$ cat src/rtl/forward_network_pkg.sv
// Shared types for the operand-forwarding network.
//   ForwardPort   : one producer stage {write, eval, addr, value}
//   ForwardResult : lookup outcome per operand {hit, resolved, value}
//   RegAddr       : register address (address 0 reads as constant zero)
//   FwdState      : per-operand capture state
// Struct field widths come from DATA_W / ADDR_W here; the top-level
// DATA_WIDTH / ADDR_WIDTH parameters must agree with them.
package defs;
  localparam int DATA_W = 32;
  localparam int ADDR_W = 5;

  typedef logic [ADDR_W-1:0] RegAddr;

  typedef struct packed {
    logic              write;
    logic              eval;
    RegAddr            addr;
    logic [DATA_W-1:0] value;
  } ForwardPort;

  typedef struct packed {
    logic              hit;
    logic              resolved;
    logic [DATA_W-1:0] value;
  } ForwardResult;

  typedef enum logic {IDLE = 1'b0, CAPTURED = 1'b1} FwdState;
endpackage

$ cat src/rtl/forward_network_if.sv
// Bus bundle between the decode stage (master) and forward_network (slave).
//   hold, fwd_port, addr, regfile_value : decode -> network
//   operand, fwd_result, stall_req      : resolved operands and stall
//   stall_cycles, fwd_hits              : performance counters
interface forward_network_if
  import defs::*;
#(
  parameter int NUM_PORTS    = 3,
  parameter int NUM_OPERANDS = 2,
  parameter int DATA_WIDTH   = DATA_W,
  parameter int ADDR_WIDTH   = ADDR_W
);
  logic                                     hold;
  ForwardPort   [NUM_PORTS-1:0]             fwd_port;
  logic         [NUM_OPERANDS-1:0][ADDR_WIDTH-1:0] addr;
  logic         [NUM_OPERANDS-1:0][DATA_WIDTH-1:0] regfile_value;
  logic         [NUM_OPERANDS-1:0][DATA_WIDTH-1:0] operand;
  ForwardResult [NUM_OPERANDS-1:0]          fwd_result;
  logic                                     stall_req;
  logic         [31:0]                      stall_cycles;
  logic         [31:0]                      fwd_hits;

  modport master (
    output hold, fwd_port, addr, regfile_value,
    input  operand, fwd_result, stall_req, stall_cycles, fwd_hits
  );

  modport slave (
    input  hold, fwd_port, addr, regfile_value,
    output operand, fwd_result, stall_req, stall_cycles, fwd_hits
  );
endinterface

$ cat src/rtl/forward_network_operand.sv
// forward_operand: resolves one source operand.
//   clock, reset   : clock, synchronous active-high reset
//   hold           : decode stalled; a resolved forward is captured and kept
//   fwd_port       : forwarding ports, index 0 youngest / highest priority
//   addr, regfile_value : source address and register-file data
//   operand        : final operand value
//   fwd_result     : selected {hit, resolved, value}
//   stall          : hit on a producer that has not evaluated yet
//   hit            : selected hit (feeds the hit counter)
module forward_operand
  import defs::*;
#(
  parameter int NUM_PORTS = 3
) (
  input  logic                        clock,
  input  logic                        reset,
  input  logic                        hold,
  input  ForwardPort [NUM_PORTS-1:0]  fwd_port,
  input  RegAddr                      addr,
  input  logic [DATA_W-1:0]           regfile_value,
  output logic [DATA_W-1:0]           operand,
  output ForwardResult                fwd_result,
  output logic                        stall,
  output logic                        hit
);
  FwdState           state, state_nxt;
  logic [DATA_W-1:0] cap_value;
  ForwardResult      live, sel;

  // Scan oldest to youngest so the lowest matching index overwrites last.
  always_comb begin
    live = '0;
    for (int p = NUM_PORTS - 1; p >= 0; p--) begin
      if (fwd_port[p].write && fwd_port[p].addr == addr && addr != '0) begin
        live.hit      = 1'b1;
        live.resolved = fwd_port[p].eval;
        live.value    = fwd_port[p].value;
      end
    end
  end

  always_comb begin
    state_nxt = state;
    case (state)
      IDLE:     if (hold && live.hit && live.resolved) state_nxt = CAPTURED;
      CAPTURED: if (!hold) state_nxt = IDLE;
      default:  state_nxt = IDLE;
    endcase
  end

  always_ff @(posedge clock) begin
    if (reset) begin
      state     <= IDLE;
      cap_value <= '0;
    end else begin
      state <= state_nxt;
      if (state == IDLE && state_nxt == CAPTURED) cap_value <= live.value;
    end
  end

  // While reset is asserted the outputs fall back to the register file
  // immediately, not one cycle later.
  always_comb begin
    sel = live;
    if (reset)                  sel = '0;
    else if (state == CAPTURED) sel = '{hit: 1'b1, resolved: 1'b1, value: cap_value};
  end

  assign fwd_result = sel;
  assign operand    = sel.hit ? sel.value : regfile_value;
  assign stall      = sel.hit && !sel.resolved;
  assign hit        = sel.hit;
endmodule

$ cat src/rtl/forward_network.sv
// forward_network: resolves NUM_OPERANDS source registers against NUM_PORTS
// prioritised forwarding ports, holding captured forwards across hold.
//   clock, reset : clock, synchronous active-high reset
//   bus          : forward_network_if.slave (hold, fwd_port, addr,
//                  regfile_value in; operand, fwd_result, stall_req,
//                  stall_cycles, fwd_hits out)
// Optional feature macro: FORWARD_PERF_EN enables the stall_cycles and
// fwd_hits counters; without it both outputs are constant zero.
module forward_network
  import defs::*;
#(
  parameter int NUM_PORTS    = 3,
  parameter int NUM_OPERANDS = 2,
  parameter int DATA_WIDTH   = DATA_W,
  parameter int ADDR_WIDTH   = ADDR_W
) (
  input logic              clock,
  input logic              reset,
  forward_network_if.slave bus
);
  // Struct widths are fixed by the package.
  if (DATA_WIDTH != DATA_W || ADDR_WIDTH != ADDR_W) begin : g_width_check
    $error("forward_network: DATA_WIDTH/ADDR_WIDTH must match defs package");
  end

  logic         [NUM_OPERANDS-1:0][DATA_W-1:0] operand_w;
  ForwardResult [NUM_OPERANDS-1:0]             result_w;
  logic         [NUM_OPERANDS-1:0]             stall_vec;
  logic         [NUM_OPERANDS-1:0]             hit_vec;

  for (genvar o = 0; o < NUM_OPERANDS; o++) begin : g_op
    forward_operand #(.NUM_PORTS(NUM_PORTS)) u_op (
      .clock         (clock),
      .reset         (reset),
      .hold          (bus.hold),
      .fwd_port      (bus.fwd_port),
      .addr          (bus.addr[o]),
      .regfile_value (bus.regfile_value[o]),
      .operand       (operand_w[o]),
      .fwd_result    (result_w[o]),
      .stall         (stall_vec[o]),
      .hit           (hit_vec[o])
    );
  end

  assign bus.operand    = operand_w;
  assign bus.fwd_result = result_w;
  assign bus.stall_req  = |stall_vec;

`ifdef FORWARD_PERF_EN
  logic [31:0] stall_cycles_q, fwd_hits_q;

  // stall_req is already forced low during reset, so only non-reset
  // stall cycles are counted.
  always_ff @(posedge clock) begin
    if (reset) begin
      stall_cycles_q <= '0;
      fwd_hits_q     <= '0;
    end else begin
      if (bus.stall_req)             stall_cycles_q <= stall_cycles_q + 32'd1;
      if (!bus.hold && (|hit_vec))   fwd_hits_q     <= fwd_hits_q + 32'd1;
    end
  end

  assign bus.stall_cycles = stall_cycles_q;
  assign bus.fwd_hits     = fwd_hits_q;
`else
  assign bus.stall_cycles = '0;
  assign bus.fwd_hits     = '0;
`endif
endmodule

$ cat src/flat_wrapper.sv
// flat-port wrapper written by rule: the top's interface ports become plain ports
module forward_network_flat import defs::*;
#(
  parameter int NUM_PORTS    = 3,
  parameter int NUM_OPERANDS = 2,
  parameter int DATA_WIDTH   = DATA_W,
  parameter int ADDR_WIDTH   = ADDR_W
)
  (clock, reset, bus_hold, bus_fwd_port, bus_addr, bus_regfile_value, bus_operand, bus_fwd_result, bus_stall_req, bus_stall_cycles, bus_fwd_hits);
  forward_network_if #(.NUM_PORTS(NUM_PORTS), .NUM_OPERANDS(NUM_OPERANDS), .DATA_WIDTH(DATA_WIDTH), .ADDR_WIDTH(ADDR_WIDTH)) bus_i ();
  input logic clock;
  input logic reset;
  input wire logic [$bits(bus_i.hold)-1:0] bus_hold;
  input wire logic [$bits(bus_i.fwd_port)-1:0] bus_fwd_port;
  input wire logic [$bits(bus_i.addr)-1:0] bus_addr;
  input wire logic [$bits(bus_i.regfile_value)-1:0] bus_regfile_value;
  output wire logic [$bits(bus_i.operand)-1:0] bus_operand;
  output wire logic [$bits(bus_i.fwd_result)-1:0] bus_fwd_result;
  output wire logic [$bits(bus_i.stall_req)-1:0] bus_stall_req;
  output wire logic [$bits(bus_i.stall_cycles)-1:0] bus_stall_cycles;
  output wire logic [$bits(bus_i.fwd_hits)-1:0] bus_fwd_hits;
  assign bus_i.hold = bus_hold;
  assign bus_i.fwd_port = bus_fwd_port;
  assign bus_i.addr = bus_addr;
  assign bus_i.regfile_value = bus_regfile_value;
  assign bus_operand = bus_i.operand;
  assign bus_fwd_result = bus_i.fwd_result;
  assign bus_stall_req = bus_i.stall_req;
  assign bus_stall_cycles = bus_i.stall_cycles;
  assign bus_fwd_hits = bus_i.fwd_hits;
  forward_network #(.NUM_PORTS(NUM_PORTS), .NUM_OPERANDS(NUM_OPERANDS), .DATA_WIDTH(DATA_WIDTH), .ADDR_WIDTH(ADDR_WIDTH)) u_core (.clock(clock), .reset(reset), .bus(bus_i));
endmodule
$ cat config.mk
export PLATFORM = sky130hd
export DESIGN_NAME = forward_network_flat
export DESIGN_NICKNAME = d
export VERILOG_FILES = /design/src/rtl/forward_network_pkg.sv /design/src/rtl/forward_network_if.sv /design/src/rtl/forward_network_operand.sv /design/src/rtl/forward_network.sv /design/src/flat_wrapper.sv
export SDC_FILE = /design/constraint.sdc
export NUM_CORES = 1
export LEC_CHECK = 0
export CORE_AREA = 2 2 154 156
export CTS_CLUSTER_SIZE = 10
export DETAILED_ROUTE_END_ITERATION = 16
export DIE_AREA = 0 0 156 158
export GPL_ROUTABILITY_DRIVEN = 0
export PLACE_DENSITY = 0.76
export SYNTH_ARGS = -nofsm -noshare
export SYNTH_HDL_FRONTEND = slang
export SYNTH_SLANG_ARGS = --single-unit
$ cat constraint.sdc
create_clock -name clock -period 4.3 [get_ports clock]
set_clock_uncertainty 0.1 [all_clocks]
set_input_delay 1.075 -clock clock [delete_from_list [all_inputs] [get_ports clock]]
set_output_delay 1.075 -clock clock [all_outputs]
set_load 0.01 [all_outputs]
Yosys cells after proc, flatten, opt, wreduce, memory -nomap -nowiden
Index checks and enable logic that the tools add are counted.

word-level totals
  register bits = 66
  bits of input ports = 194
  output and inout port bits = 197

operators by class
  equality and inequality tests = 6
  multiplexer cells = 17
  bitwise operators = 2
  reduce and logical (&&, ||, !) cells = 25

operator list
  kind                                   number
  34-bit two-way mux                     10
  32-bit two-way mux                     2
  5-bit equality test                    6
  1-bit logical AND                      20
  5-bit nonzero test                     2
  1-bit one-hot mux with 2 select lines  2
  1-bit two-way mux                      3
  1-bit logical NOT                      2
  1-bit inverter                         2
  2-bit OR reduction                     1

Longest topological paths before layout
  depth after elaboration = 11
  depth in mapped cells = 9
  depth with buffers taken out = 6

By module
Synthesis repeated with hierarchy kept, for this count alone.

second synthesis, totals
  cell total of the unflattened synthesis = 962
  area total of the unflattened synthesis = 6631.4 µm²

modules (own cells, without submodules)
  module           times used  cells an instance  area each (µm²)  sequential area each (µm²)
  forward_operand  2           448                3070.4           660.6
  forward_network  1           66                 490.5            0.0

Worst setup path after synthesis
Ideal clock, no wire load.

  path kind = input-to-output
  start point = in bus_fwd_port[74]
  end point = out bus_operand[47]
  arrival time = 2.796 ns
  setup slack = 0.329 ns
  cell stages on the path = 8
  path buffers = 2
  cells stage by stage = xor2_1 -> or3_4 -> buf_6 -> clkbuf_1 -> or4_1 -> o211ai_1 -> o21ai_1 -> o211ai_1

between the ends
  word-level cells in the longest chain between the ends = 8

RTL lines
  item                             RTL line                       source
  from (decl)                      flat_wrapper.sv:14             input wire logic [$bits(bus_i.fwd_port)-1:0] bus_fwd_port;
  5-bit equality test              forward_network_operand.sv:34  if (fwd_port[p].write && fwd_port[p].addr == addr && addr != '0) begin
  1-bit logical AND (2 in a row)   forward_network_operand.sv:34
  34-bit two-way mux (2 in a row)  forward_network_operand.sv:34
  34-bit two-way mux               forward_network_operand.sv:66  else if (state == CAPTURED) sel = '{hit: 1'b1, resolved: 1'b1, value: cap_value};
  34-bit two-way mux               forward_network_operand.sv:65  if (reset) sel = '0;
  32-bit two-way mux               forward_network_operand.sv:70  assign operand = sel.hit ? sel.value : regfile_value;
  to (decl)                        flat_wrapper.sv:17             output wire logic [$bits(bus_i.operand)-1:0] bus_operand;

Every way passes these cells.

Worst setup path after layout
  start point = in bus_addr[1]
  end point = out bus_fwd_result[20]

between the ends
  word-level cells in the longest chain between the ends = 8
  elaborated cells on any way between the ends = 15
  those cells by class = eq/ne: 3; mux: 5; reduce/logical: 7

RTL lines
  item                             RTL line                       source
  from (decl)                      flat_wrapper.sv:15             input wire logic [$bits(bus_i.addr)-1:0] bus_addr;
  5-bit equality test              forward_network_operand.sv:34
  1-bit logical AND (2 in a row)   forward_network_operand.sv:34
  34-bit two-way mux (2 in a row)  forward_network_operand.sv:34
  34-bit two-way mux (*)           forward_network_operand.sv:34
  34-bit two-way mux (*)           forward_network_operand.sv:66
  34-bit two-way mux (*)           forward_network_operand.sv:65
  to (decl)                        flat_wrapper.sv:18             output wire logic [$bits(bus_i.fwd_result)-1:0] bus_fwd_result;

Mark *: on every way between the ends. The rest lies on a longest branch, timed or not.

==> reports/metrics.cfg <==
[status]
status=complete, but fails checks
violations=negative setup slack

[placed_design]
portBuffers=326
post-place-ws_ns=-0.986
dpl.hpwl_mm=30.7

[grt]
grt_start_max_net_pins=61
grt.busiest_layer=met2
grt_use_met3=0.0583
grt_pass1_vias=11000
grt-ovfl-total=0
gr-usage-all-layers=0.333
gr-usage-met1=0.375
grtUsageMet2=0.593
antenna_found_initial=2
grt_pass1_wl_mm=62.7

[timing]
layout_setup_ws_ns=-0.184
finalCritPeriodShare=1.04
finalSetupViolCount=14
post-route-min-period_ns=4.48
slew_viol_final=0
grt_setup_unrepaired=true
worstMarginPinSlew_ns=0.638
clock.fmax_ghz=0.223
max-slew-margin-rel=0.575
hold_violations=0
finalSetupTns_ns=-0.638
hold_ws_ns=0.354

[detailed_routing]
drc=0
drtPass1Iterations=6
routed_wl_mm=45.1
wl_per_cell_um=23.6
drt_iter0_markers=1511
vias=11700
viasPerCell=6.13
ant_nets=0

[logic_synthesis]
synth.distinct_cells=60
ys_warn_count=0
synthArstFlopShare=0
ys_seq_elements=66
synth_area_um2=7940
syn-instance-count=1157
yosysSeqAreaShare=0.166
ys.flop_type=dfxtp_1
synth-edff-count=0
syn_avg_cell_area_um2=6.86

[floorplan]
io_pins=391
die_width_um=156
initial_core_util=0.344
fp.coreArea_um2=23100
num_rows=56
die_y_um=158
dieArea_um2=24600

[worst_setup_path]
critical_path_class=in -> out
slowest_stage=a211oi_4
max_stage_delay_ns=0.31
path_cells=buf_2 > nor4_4 > buf_4 > a211oi_4 > buf_6 > buf_4 > nand4_1 > o311ai_4 > buf_6 > o211ai_1 > a21oi_2 > buf_2
cp.required_ns=3.12
critPathCaptureType=output pin
start_kind=input port
cp_max_fo=13
worst-path-buf-inv=6
path_delay_family=buffers and inverters
critical_path_arrival_ns=3.31

[layout]
fin_util=0.607
nets=1806
drive_above_1_share=0.329
syn_to_final_growth_pct=76.3

[clocking]
path_clk_slew_ns=0.05
numCtsBuffers=9
htree_num_levels=3
cts_tree=built
postCtsHoldBufs=0
worstSkewPairLatency_ns=0.35
clk_path_buf_depth=2
cts_sinks=66
root_buffer=clkbuf_16

[pwr]
leakagePower_uw=0.00570
p_total_uw=2450
ir_drop_mv=0.126
power_density_nw_per_um2=175

[worst_hold_path]
hp-class=reg -> reg

[flow_run]
drv_cap=0

==> power breakdown <==
part	internal (µW)	total (µW)	switching, µW
combinational	496	1050	554
sequential	613	613	0.944
clock	493	788	296
total	1600	2450	850
==> registers in the layout, summed over array words and instances, names as in the netlist <==
register,cells
u_core.g_op.u_op.cap_value,64
u_core.g_op.u_op.state,2
==> worst reg2reg max path: cells and delay by family (launching register included) <==
kind          cells  cell delay (ns)
buf+inv           2             0.74
flops             1             0.36
mux               1             0.33
simple gates      1             0.15
==> final cells by class <==
type	count	area (µm²)
repair buffers	567	5160
clock buffers	13	270
multi-input cells	955	6790
well taps	290	363
inverters	13	51.3
diodes	2	5.00
fillers	1948	9050
clock inverters	2	35.0
flip-flops and latches	66	1320
==> logic make-up (layout without fill, tap and decap cells) <==
| kind of cell | Yosys count | in the layout | share of synthesized area |
|---|---|---|---|
| mux | 52 | 52 | 0.0655 |
| buf+inv | 200 | 595 | 0.134 |
| other cells | 1 | 66 | 0.000472 |
| flops | 66 | 66 | 0.166 |
| simple gates | 363 | 364 | 0.208 |
| compound gates | 445 | 445 | 0.393 |
| xor+xnor | 30 | 30 | 0.0331 |
==> cells in the mapped netlist (3+ instances only) <==
| cell type | count | area [µm²] |
|---|---|---|
| o221ai_1 | 47 | 412 |
| dfxtp_1 | 66 | 1320 |
| buf_2 | 24 | 120 |
| o211ai_2 | 4 | 50.1 |
| a21oi_1 | 44 | 220 |
| inv_1 | 11 | 41.3 |
| nand4_1 | 29 | 181 |
| o211ai_1 | 122 | 916 |
| mux2i_1 | 52 | 521 |
| a21o_1 | 22 | 165 |
| buf_6 | 3 | 33.8 |
| nand2_1 | 255 | 957 |
| buf_1 | 3 | 11.3 |
| or3_1 | 3 | 18.8 |
| or4_1 | 20 | 150 |
| xnor2_1 | 16 | 140 |
| xor2_1 | 14 | 123 |
| nor2_1 | 18 | 67.6 |
| o21ai_0 | 46 | 230 |
| o21ai_1 | 64 | 320 |
| buf_4 | 69 | 518 |
| nor3_1 | 18 | 90.1 |
| o32ai_1 | 6 | 52.6 |
| a22oi_1 | 32 | 240 |
| o22ai_1 | 13 | 81.3 |
| o311ai_1 | 24 | 210 |
| clkbuf_1 | 88 | 330 |
==> what timing repair did <==
item,CTS,global route
buffers inserted,37,16
resized for setup,720,113
pin swaps,100,61
cloned,8,3
setup endpoints to repair,133,124
==> path summary, 6_finish.rpt <==
path / slack (ns) / cells after the start / from / end
worst max-delay path: -0.18 / 12 / bus_addr[1] / bus_fwd_result[20]
worst min-delay path: 0.35 / 2 / u_core.g_op[1].u_op.cap_value[14] / u_core.g_op[1].u_op.cap_value[14]
worst max register to register: 2.55 / 4 / u_core.g_op[0].u_op.state / u_core.g_op[0].u_op.cap_value[5]
worst min register to register: 0.35 / 2 / u_core.g_op[1].u_op.cap_value[14] / u_core.g_op[1].u_op.cap_value[14]
==> layer usage <==
layer	routed length (µm)	part of all wire	vias to the layer above
li1	-	-	5164
met1	15800	0.35	5480
met2	21800	0.48	842
met3	4460	0.099	203
met4	2960	0.066	0
met5	0	0	-
==> through the flow <==
stage | cell area (µm²) | cells
floorplan | 8180 | 1220
global placement | 12400 | 1834
detailed placement | 12400 | 1834
CTS | 13600 | 1893
global route | 14000 | 1908
finish | 14000 | 1908
==> cell usage in the layout (no fill, tap or decap), drive strengths merged, types with 3 or more instances in the layout <==
cell / Yosys / final
conb: 1 / 64
o211ai: 126 / 126
inv: 13 / 13
nor2: 19 / 19
nor3: 19 / 19
o221ai: 48 / 48
buf: 99 / 350
dfxtp: 66 / 66
xor2: 14 / 14
nand2: 255 / 255
and2: 3 / 3
dlygate4sd2: 0 / 10
or4: 21 / 21
clkdlybuf4s50: 0 / 164
a22oi: 32 / 32
clkbuf: 88 / 28
o21ai: 111 / 111
mux2i: 52 / 52
o32ai: 6 / 6
or3: 4 / 5
nand4: 30 / 30
o22ai: 13 / 13
clkdlybuf4s15: 0 / 26
a21o: 22 / 22
nand3: 3 / 3
o311ai: 26 / 26
a21oi: 44 / 44
xnor2: 16 / 16
Power figures use the tool's default switching activity.
